===== src/rtl/iq_mod.sv =====
// iq_mod: transmit-side quadrature upconverter feeding the DAC path.
//
// Baseband I/Q samples enter through a valid/ready handshake into a small FIFO.
// Once the FIFO holds PRIME_LEVEL samples and enable is high, the block streams:
// every DAC_DIV clocks one sample is popped, mixed with a 4-phase fs/4 LO and
// registered onto I_IF/Q_IF together with a one-cycle dac_strobe.
//
// Ports:
//   clk, resetn           clock, asynchronous active-low reset
//   enable                stream enable (low in RUN -> DRAIN)
//   bb_valid, bb_ready    baseband handshake; bb_ready = FIFO not full
//   I_BB, Q_BB            signed baseband sample
//   dac_strobe            one-cycle pulse, I_IF/Q_IF new this cycle
//   I_IF, Q_IF            signed IF sample, registered
//   underrun              pulses with dac_strobe when a RUN tick finds the FIFO empty
//   busy                  high in RUN or DRAIN
//   sideband              (only with IQ_MOD_SIDEBAND_EN) 1 = LO phase runs 0,3,2,1
//
// Optional feature macro: IQ_MOD_SIDEBAND_EN adds the sideband input port.
module iq_mod #(
  parameter int unsigned W           = 5,
  parameter int unsigned FIFO_DEPTH  = 4,
  parameter int unsigned PRIME_LEVEL = 2,
  parameter int unsigned DAC_DIV     = 4
) (
  input  logic         clk,
  input  logic         resetn,
  input  logic         enable,
  input  logic         bb_valid,
  output logic         bb_ready,
  input  logic [W-1:0] I_BB,
  input  logic [W-1:0] Q_BB,
`ifdef IQ_MOD_SIDEBAND_EN
  input  logic         sideband,
`endif
  output logic         dac_strobe,
  output logic [W-1:0] I_IF,
  output logic [W-1:0] Q_IF,
  output logic         underrun,
  output logic         busy
);

  localparam int unsigned AW = (FIFO_DEPTH > 1) ? $clog2(FIFO_DEPTH) : 1;
  localparam int unsigned CW = $clog2(FIFO_DEPTH + 1);
  localparam int unsigned DW = (DAC_DIV > 1) ? $clog2(DAC_DIV) : 1;

  localparam logic [CW-1:0] DepthC  = CW'(FIFO_DEPTH);
  localparam logic [CW-1:0] PrimeC  = CW'(PRIME_LEVEL);
  localparam logic [DW-1:0] DivLast = DW'(DAC_DIV - 1);
  localparam logic [W-1:0]  MinVal  = {1'b1, {(W-1){1'b0}}};
  localparam logic [W-1:0]  MaxVal  = {1'b0, {(W-1){1'b1}}};

  typedef enum logic [1:0] {StIdle, StRun, StDrain} state_e;

  state_e          state_q, state_d;
  logic [DW-1:0]   div_q, div_d;
  logic [1:0]      phase_q, phase_d, phase_step;
  logic [CW-1:0]   count_q, count_d;
  logic [AW-1:0]   wr_ptr_q, rd_ptr_q;
  logic [W-1:0]    mem_i_q [FIFO_DEPTH];
  logic [W-1:0]    mem_q_q [FIFO_DEPTH];
  logic [W-1:0]    i_if_q, i_if_d, q_if_q, q_if_d;
  logic            strobe_q, strobe_d, underrun_q, underrun_d;
  logic            push, pop, tick, empty;
  logic [W-1:0]    head_i, head_q, mix_i, mix_q;

  // Negation that clamps the most negative code to the most positive one.
  function automatic logic [W-1:0] sneg(input logic [W-1:0] x);
    return (x == MinVal) ? MaxVal : (~x + 1'b1);
  endfunction

  assign bb_ready   = (count_q < DepthC);
  assign push       = bb_valid && bb_ready;
  assign empty      = (count_q == '0);
  assign tick       = (state_q != StIdle) && (div_q == DivLast);
  assign busy       = (state_q != StIdle);
  assign dac_strobe = strobe_q;
  assign underrun   = underrun_q;
  assign I_IF       = i_if_q;
  assign Q_IF       = q_if_q;

`ifdef IQ_MOD_SIDEBAND_EN
  assign phase_step = sideband ? (phase_q - 2'd1) : (phase_q + 2'd1);
`else
  assign phase_step = phase_q + 2'd1;
`endif

  // LO mixing of the FIFO head; LO phases are multiples of 90 degrees.
  always_comb begin
    head_i = mem_i_q[rd_ptr_q];
    head_q = mem_q_q[rd_ptr_q];
    mix_i  = head_i;
    mix_q  = head_q;
    unique case (phase_q)
      2'd0: begin mix_i = head_i;       mix_q = head_q;       end
      2'd1: begin mix_i = sneg(head_q); mix_q = head_i;       end
      2'd2: begin mix_i = sneg(head_i); mix_q = sneg(head_q); end
      2'd3: begin mix_i = head_q;       mix_q = sneg(head_i); end
    endcase
  end

  always_comb begin
    state_d    = state_q;
    div_d      = div_q;
    phase_d    = phase_q;
    i_if_d     = i_if_q;
    q_if_d     = q_if_q;
    strobe_d   = 1'b0;
    underrun_d = 1'b0;
    pop        = 1'b0;
    unique case (state_q)
      StIdle: begin
        div_d   = '0;
        phase_d = '0;
        i_if_d  = '0;
        q_if_d  = '0;
        if (enable && (count_q >= PrimeC)) state_d = StRun;
      end
      StRun, StDrain: begin
        div_d = tick ? '0 : div_q + 1'b1;
        if (state_q == StRun && !enable)  state_d = StDrain;
        if (state_q == StDrain && enable) state_d = StRun;
        if (tick) begin
          strobe_d = 1'b1;
          phase_d  = phase_step;
          if (!empty) begin
            pop    = 1'b1;
            i_if_d = mix_i;
            q_if_d = mix_q;
          end else begin
            // A same-cycle push is not visible here; it stays queued.
            i_if_d = '0;
            q_if_d = '0;
            if (state_q == StRun) begin
              underrun_d = 1'b1;
            end else if (!enable) begin
              state_d = StIdle;
              phase_d = '0;
            end
          end
        end
      end
      default: state_d = StIdle;
    endcase
  end

  always_comb begin
    count_d = count_q;
    if (push && !pop)      count_d = count_q + 1'b1;
    else if (!push && pop) count_d = count_q - 1'b1;
  end

  always_ff @(posedge clk or negedge resetn) begin
    if (!resetn) begin
      state_q    <= StIdle;
      div_q      <= '0;
      phase_q    <= '0;
      count_q    <= '0;
      wr_ptr_q   <= '0;
      rd_ptr_q   <= '0;
      i_if_q     <= '0;
      q_if_q     <= '0;
      strobe_q   <= 1'b0;
      underrun_q <= 1'b0;
    end else begin
      state_q    <= state_d;
      div_q      <= div_d;
      phase_q    <= phase_d;
      count_q    <= count_d;
      if (push) wr_ptr_q <= wr_ptr_q + 1'b1;
      if (pop)  rd_ptr_q <= rd_ptr_q + 1'b1;
      i_if_q     <= i_if_d;
      q_if_q     <= q_if_d;
      strobe_q   <= strobe_d;
      underrun_q <= underrun_d;
    end
  end

  // Storage needs no reset: the count gates every read.
  always_ff @(posedge clk) begin
    if (push) begin
      mem_i_q[wr_ptr_q] <= I_BB;
      mem_q_q[wr_ptr_q] <= Q_BB;
    end
  end

endmodule

===== config.mk =====
export PLATFORM = sky130hd
export DESIGN_NAME = iq_mod
export DESIGN_NICKNAME = d
export VERILOG_FILES = /design/src/rtl/iq_mod.sv
export SDC_FILE = /design/constraint.sdc
export NUM_CORES = 1
export LEC_CHECK = 0
export ABC_AREA = 1
export BUFFER_PORTS_ARGS = -buffer_cell sky130_fd_sc_hd__buf_2
export CAP_MARGIN = 40
export CORE_UTILIZATION = 59
export DETAILED_ROUTE_END_ITERATION = 8
export GPL_ROUTABILITY_DRIVEN = 0
export PLACE_DENSITY_LB_ADDON = 0.25
export SLEW_MARGIN = 15
export SYNTH_ARGS = -nofsm -noshare
export SYNTH_HDL_FRONTEND = slang
export SYNTH_SLANG_ARGS = --single-unit

===== constraint.sdc =====
create_clock -name clk -period 2.6 [get_ports clk]
set_input_delay 0.78 -clock clk [delete_from_list [all_inputs] [get_ports clk]]
set_output_delay 0.78 -clock clk [all_outputs]
set_load 0.05 [all_outputs]

Yosys cells after proc, flatten, opt, wreduce, memory -nomap -nowiden
Memories as Yosys holds them, arrays and structs flattened.
Cells that the tools add are included.
Storage, ports and cells
  flip-flop bits (word level): 25
  memory bits (writable): 40
  bits of input ports: 14
  output and inout port bits: 14
  word-level logic and storage cells: 90
  memories: 2
Memories
  mem_i_q: depth 4, bits a word 5, rd ports 1, clocked after memory_dff 0, write ports 1, RTL line 60  | logic [W-1:0] mem_i_q [FIFO_DEPTH];
  mem_q_q: depth 4, bits a word 5, rd ports 1, clocked after memory_dff 0, write ports 1, RTL line 61  | logic [W-1:0] mem_q_q [FIFO_DEPTH];
Cells by class
  $add $sub $neg: 8
  order comparisons: 2
  equal/unequal tests: 10
  mux-type cells: 38
  bitwise gates (word level): 2
  reductions and logical operators: 18
Operator list (number)
  $pmux 5 s4: 2
  $mux 5: 6
  $mux 2: 12
  $pmux 5 s2: 2
  $pmux 2 s2: 3
  $mux 1: 11
  $add 5x1->5 const B: 2
  $eq 5x5->1 const B: 2
  $not 5->5: 2
  $add 2x1->2 const B: 4
  $eq 2x2->1 const B: 4
  $logic_and 1x1->1: 7
  $mux 3: 2
  $reduce_bool 2->1: 3
  $eq 2x1->1 const B: 2
  $logic_not 2->1: 2
  $ne 2x2->1 const B: 2
  $add 3x1->3 const B: 1
  $ge 3x2->1 const B: 1
  $logic_not 1->1: 3
  $logic_not 3->1: 1
  $lt 3x3->1 const B: 1
  $sub 3x1->3 const B: 1
  $reduce_and 2->1: 1
  $reduce_or 2->1: 1

Depth between registers and ports, before layout
  depth after elaboration: 9
  depth in mapped cells: 15
  gate-level depth less buffers: 14

Worst setup path after synthesis
Ideal clock, no wire load.
  kind: reg-to-reg
  start: reg state_q[0]
  end: reg count_q[1]
  setup time: 0.125 ns
  arrival: 2.422 ns
  data required time: 2.475 ns
  slack: 0.053 ns
  cell stages (with the launch flop): 14
  buffers on the path: 1
  period minus slack after synthesis: 2.547 ns
  cells stage by stage: dfrtp_1 inv_1 ha_1 inv_2 nand2_1 nor2_2 inv_2 nor2_2 inv_2 buf_6 ha_1 inv_1 fa_1 mux2_2
On the way
  word-level cells in the longest chain between the ends: 7
  elaborated cells between the ends (all ways): 12
  classes of those cells: eq/ne: 2; mux: 3; reduce/logical: 7
RTL lines
  start: declaration: RTL line 55  | state_e state_q, state_d;
  start signal: assignment: RTL line 155  | state_q <= StIdle;
  start signal: assignment: RTL line 166  | state_q <= state_d;
  $reduce_bool 2->1
  via busy: RTL line 40  | output logic busy
  $logic_and 1x1->1: RTL line 75  | assign tick = (state_q != StIdle) && (div_q == DivLast);
  $mux 1: RTL line 123  | if (tick) begin
  $mux 1: RTL line 111  | unique case (state_q)
  $logic_not 1->1: RTL line 149  | if (push && !pop) count_d = count_q + 1'b1;
  $logic_and 1x1->1: RTL line 149
  $mux 3: RTL line 149
  via count_d[1]: RTL line 58  | logic [CW-1:0] count_q, count_d;
  end signal: assignment: RTL line 169  | count_q <= count_d;
  end: declaration: RTL line 58
The timed path passes the listed nets, and every way through them passes these cells.
A chain may end at the register's enable or synchronous reset.

Final worst setup path
  start: reg state_q[0]
  end: reg count_q[2]
On the way
  word-level cells in the longest chain between the ends: 7
  elaborated cells between the ends (all ways): 12
  classes of those cells: eq/ne: 2; mux: 3; reduce/logical: 7
RTL lines (RTL line)
  $reduce_bool 2->1: 75
  $logic_and 1x1->1: 75
  $mux 1: 123
  $mux 1 *: 111
  $logic_not 1->1: 149
  $logic_and 1x1->1: 149
  $mux 3 or $reduce_bool 2->1 (tied branches)
Mark *: on every way between the ends. The rest lies on a longest branch, timed or not.

==> results.json <==
{
  "drv_cap": 0,
  "cp.required_ps": 2800,
  "area_growth_pct": 12.6,
  "stdcell_count": 466,
  "wire_per_inst_um": 13.8,
  "synth_edf_count": 40,
  "synth_top_cell_by_area": "edfxtp_1",
  "num_vias": 2462,
  "crit_type": "reg2reg",
  "rsz0062_at_grt": "no",
  "synth_cells": 355,
  "synth_commonest_cells": "nand2_1 (115), edfxtp_1 (40), inv_1 (32)",
  "antenna_found_initial": 0,
  "grt_max_degree": 26,
  "p_leak_nw": 1.77,
  "vdd_drop_max_mv": 0.892,
  "cp-start-kind": "flip-flop",
  "antenna_left": 0,
  "min_period_ps": 2410,
  "avgSynthCellArea_um2": 9.53,
  "grt_pass1_wl_mm": 10.8,
  "slew_viol_final": 0,
  "clockBufferDepth": 2,
  "clock-skew-final_ps": 7.20,
  "start_util_pct": 61.4,
  "grt_pass1_vias": 2422,
  "clkSinkCount": 65,
  "nets": 420,
  "yosysSeqAreaShare_pct": 54.0,
  "rows": 27,
  "cp_max_fo": 11,
  "grt_usage_pct": 24.0,
  "synthesis.nets": 386,
  "max_freq_mhz": 415,
  "powerDensity_nw_per_um2": 1200,
  "fin_hold_ws_ps": 427,
  "clockRootBuffer": "clkbuf_8",
  "synthFlopType": "edfxtp_1",
  "die_y_um": 77.7,
  "dp_hpwl_mm": 4.34,
  "postCtsSetupBuffers": 0,
  "die_area_um2": 6040,
  "place_inst": 450,
  "setup_viol": 0,
  "synth.yosys.warnings": 0,
  "die_w_um": 77.7,
  "drt_iter0_drc": 146,
  "vias_per_cell": 5.28,
  "ys_types": 28,
  "ios": 28,
  "drc_errors": 0,
  "io_buffers": 27,
  "postSynth.asyncResetShare_pct": 38.5,
  "cts_hold_buf": 0,
  "syn_area_um2": 3380,
  "numCtsBuffers": 9,
  "routed_wl_mm": 6.42,
  "slew_headroom_pct": 62.7,
  "worstSetupEndpointType": "flip-flop",
  "first_pass_iters": 4,
  "grt_remaining_overflow": 0,
  "cts_tree": "yes",
  "drive_gt1_share_pct": 20.3,
  "arrival_ps": 2610,
  "cts-htree-levels": 3,
  "worst_slew_pin_slew_ps": 560,
  "hold_viol_final": 0,
  "ff2ff_setup_slack_ps": 190,
  "clk_pin_slew_ps": 70,
  "post-route-period-util_pct": 92.7,
  "tns_ps": 0,
  "coreArea_um2": 5510,
  "outcome": "finished, final reports clean",
  "synth_area_leaders": "edfxtp_1 (36%), dfrtp_1 (18%), nand2_1 (13%)",
  "hp-class": "in2async",
  "synth_most_common_cell": "nand2_1",
  "diodes": 0,
  "netlist.area_leader.share_pct": 35.5,
  "clkLatencyLatePin_ps": 340,
  "ys_ff_latch": 65
}
## routing by layer
| layer | track usage [%] | share of wire (%) |
|---|---|---|
| met5 | 0 | 0 |
| met3 | 5.29 | 3.4 |
| met4 | 11.5 | 1.6 |
| met1 | 30.3 | 44 |
| met2 | 39.1 | 51 |
## through the flow
step	util, %	instance area [um^2]	setup WS, ps	total power (W)
detailed placement	65.0	3580	137	0.00362
global placement	65.0	3580	243	0.00356
global route	69.2	3810	50.0	0.00491
finish	69.2	3810	190	0.00457
floorplan	-	3380	52.9	0.00318
CTS	68.8	3790	120	0.00454
## cells by family after synthesis
kind of cell / Yosys count / synth area share (%)
AND/OR/NAND/NOR: 179 / 25.3
flip-flops: 65 / 54.0
buffers and inverters: 50 / 6.66
AO/OA/AOI/OAI: 36 / 5.44
adder cells (fa/ha/maj): 17 / 6.51
XOR/XNOR: 7 / 1.81
multiplexers: 1 / 0.333
## worst max-delay path: stages, from the launching register on
cell and delay [ps]:
dfrtp_1 400, inv_1 150, ha_4 230, inv_1 110, nor2_2 80, inv_2 90
nor2_4 50, inv_4 120, ha_1 150, inv_1 70, fa_1 390, a21oi_1 140
o21ai_0 130, xor2_1 170
## layout by cell type, fill, tap and decap left out, types with 3 or more instances in the layout
| cell type | n |
|---|---|
| a21oi_1 | 17 |
| buf_2 | 27 |
| buf_4 | 6 |
| clkbuf_8 | 9 |
| clkinv_1 | 3 |
| dfrtp_1 | 25 |
| edfxtp_1 | 40 |
| ha_1 | 15 |
| inv_1 | 32 |
| inv_2 | 5 |
| nand2_1 | 115 |
| nand2_2 | 10 |
| nand2_4 | 3 |
| nand3_1 | 27 |
| nand3_2 | 8 |
| nand4_1 | 3 |
| nor2_1 | 6 |
| nor3_1 | 3 |
| o21ai_0 | 12 |
| o21ai_1 | 6 |
| xnor2_1 | 3 |
| xor2_1 | 4 |
## path summary, 6_finish.rpt
check / cells past startpoint / to / from
worst max register to register: 13 / count_q[2]$_DFFE_PN0P_ / state_q[0]$_DFFE_PN0P_
min in group clk: 2 / I_IF[1]$_DFFE_PN0P_ / I_IF[1]$_DFFE_PN0P_
worst min-delay path: 1 / Q_IF[2]$_DFFE_PN0P_ / resetn
worst max-delay path: 13 / count_q[2]$_DFFE_PN0P_ / state_q[0]$_DFFE_PN0P_
worst min register to register: 2 / I_IF[1]$_DFFE_PN0P_ / I_IF[1]$_DFFE_PN0P_
max in group asynchronous: 1 / rd_ptr_q[0]$_DFFE_PN0P_ / resetn
## state kept, by name, summed over array words and instances, names as in the netlist
signal      flops
rd_ptr_q        2
mem_q_q        20
I_IF            5
phase_q         2
div_q           2
wr_ptr_q        2
count_q         3
mem_i_q        20
dac_strobe      1
Q_IF            5
underrun        1
state_q         2
## cell type report
type,count,area (um^2)
clock buffer,10,128
clock inverter,6,82.6
fill,431,1700
inverter,40,153
multi-input combinational,240,1350
sequential,65,1830
tap,72,90.1
timing repair buffer,33,180
## report_power, final
group	internal (W)	leakage, nW	switching [W]
sequential	0.00135	0.693	0.000122
combinational	0.000653	0.966	0.00153
clock	0.000535	0.108	0.000382
total	0.00254	1.77	0.00203
## what timing repair did
item	4_1_cts	5_1_grt
resized for setup	0	4
hold endpoints to repair	0	0
setup endpoints to repair	0	2
Power figures use the tool's default switching activity.
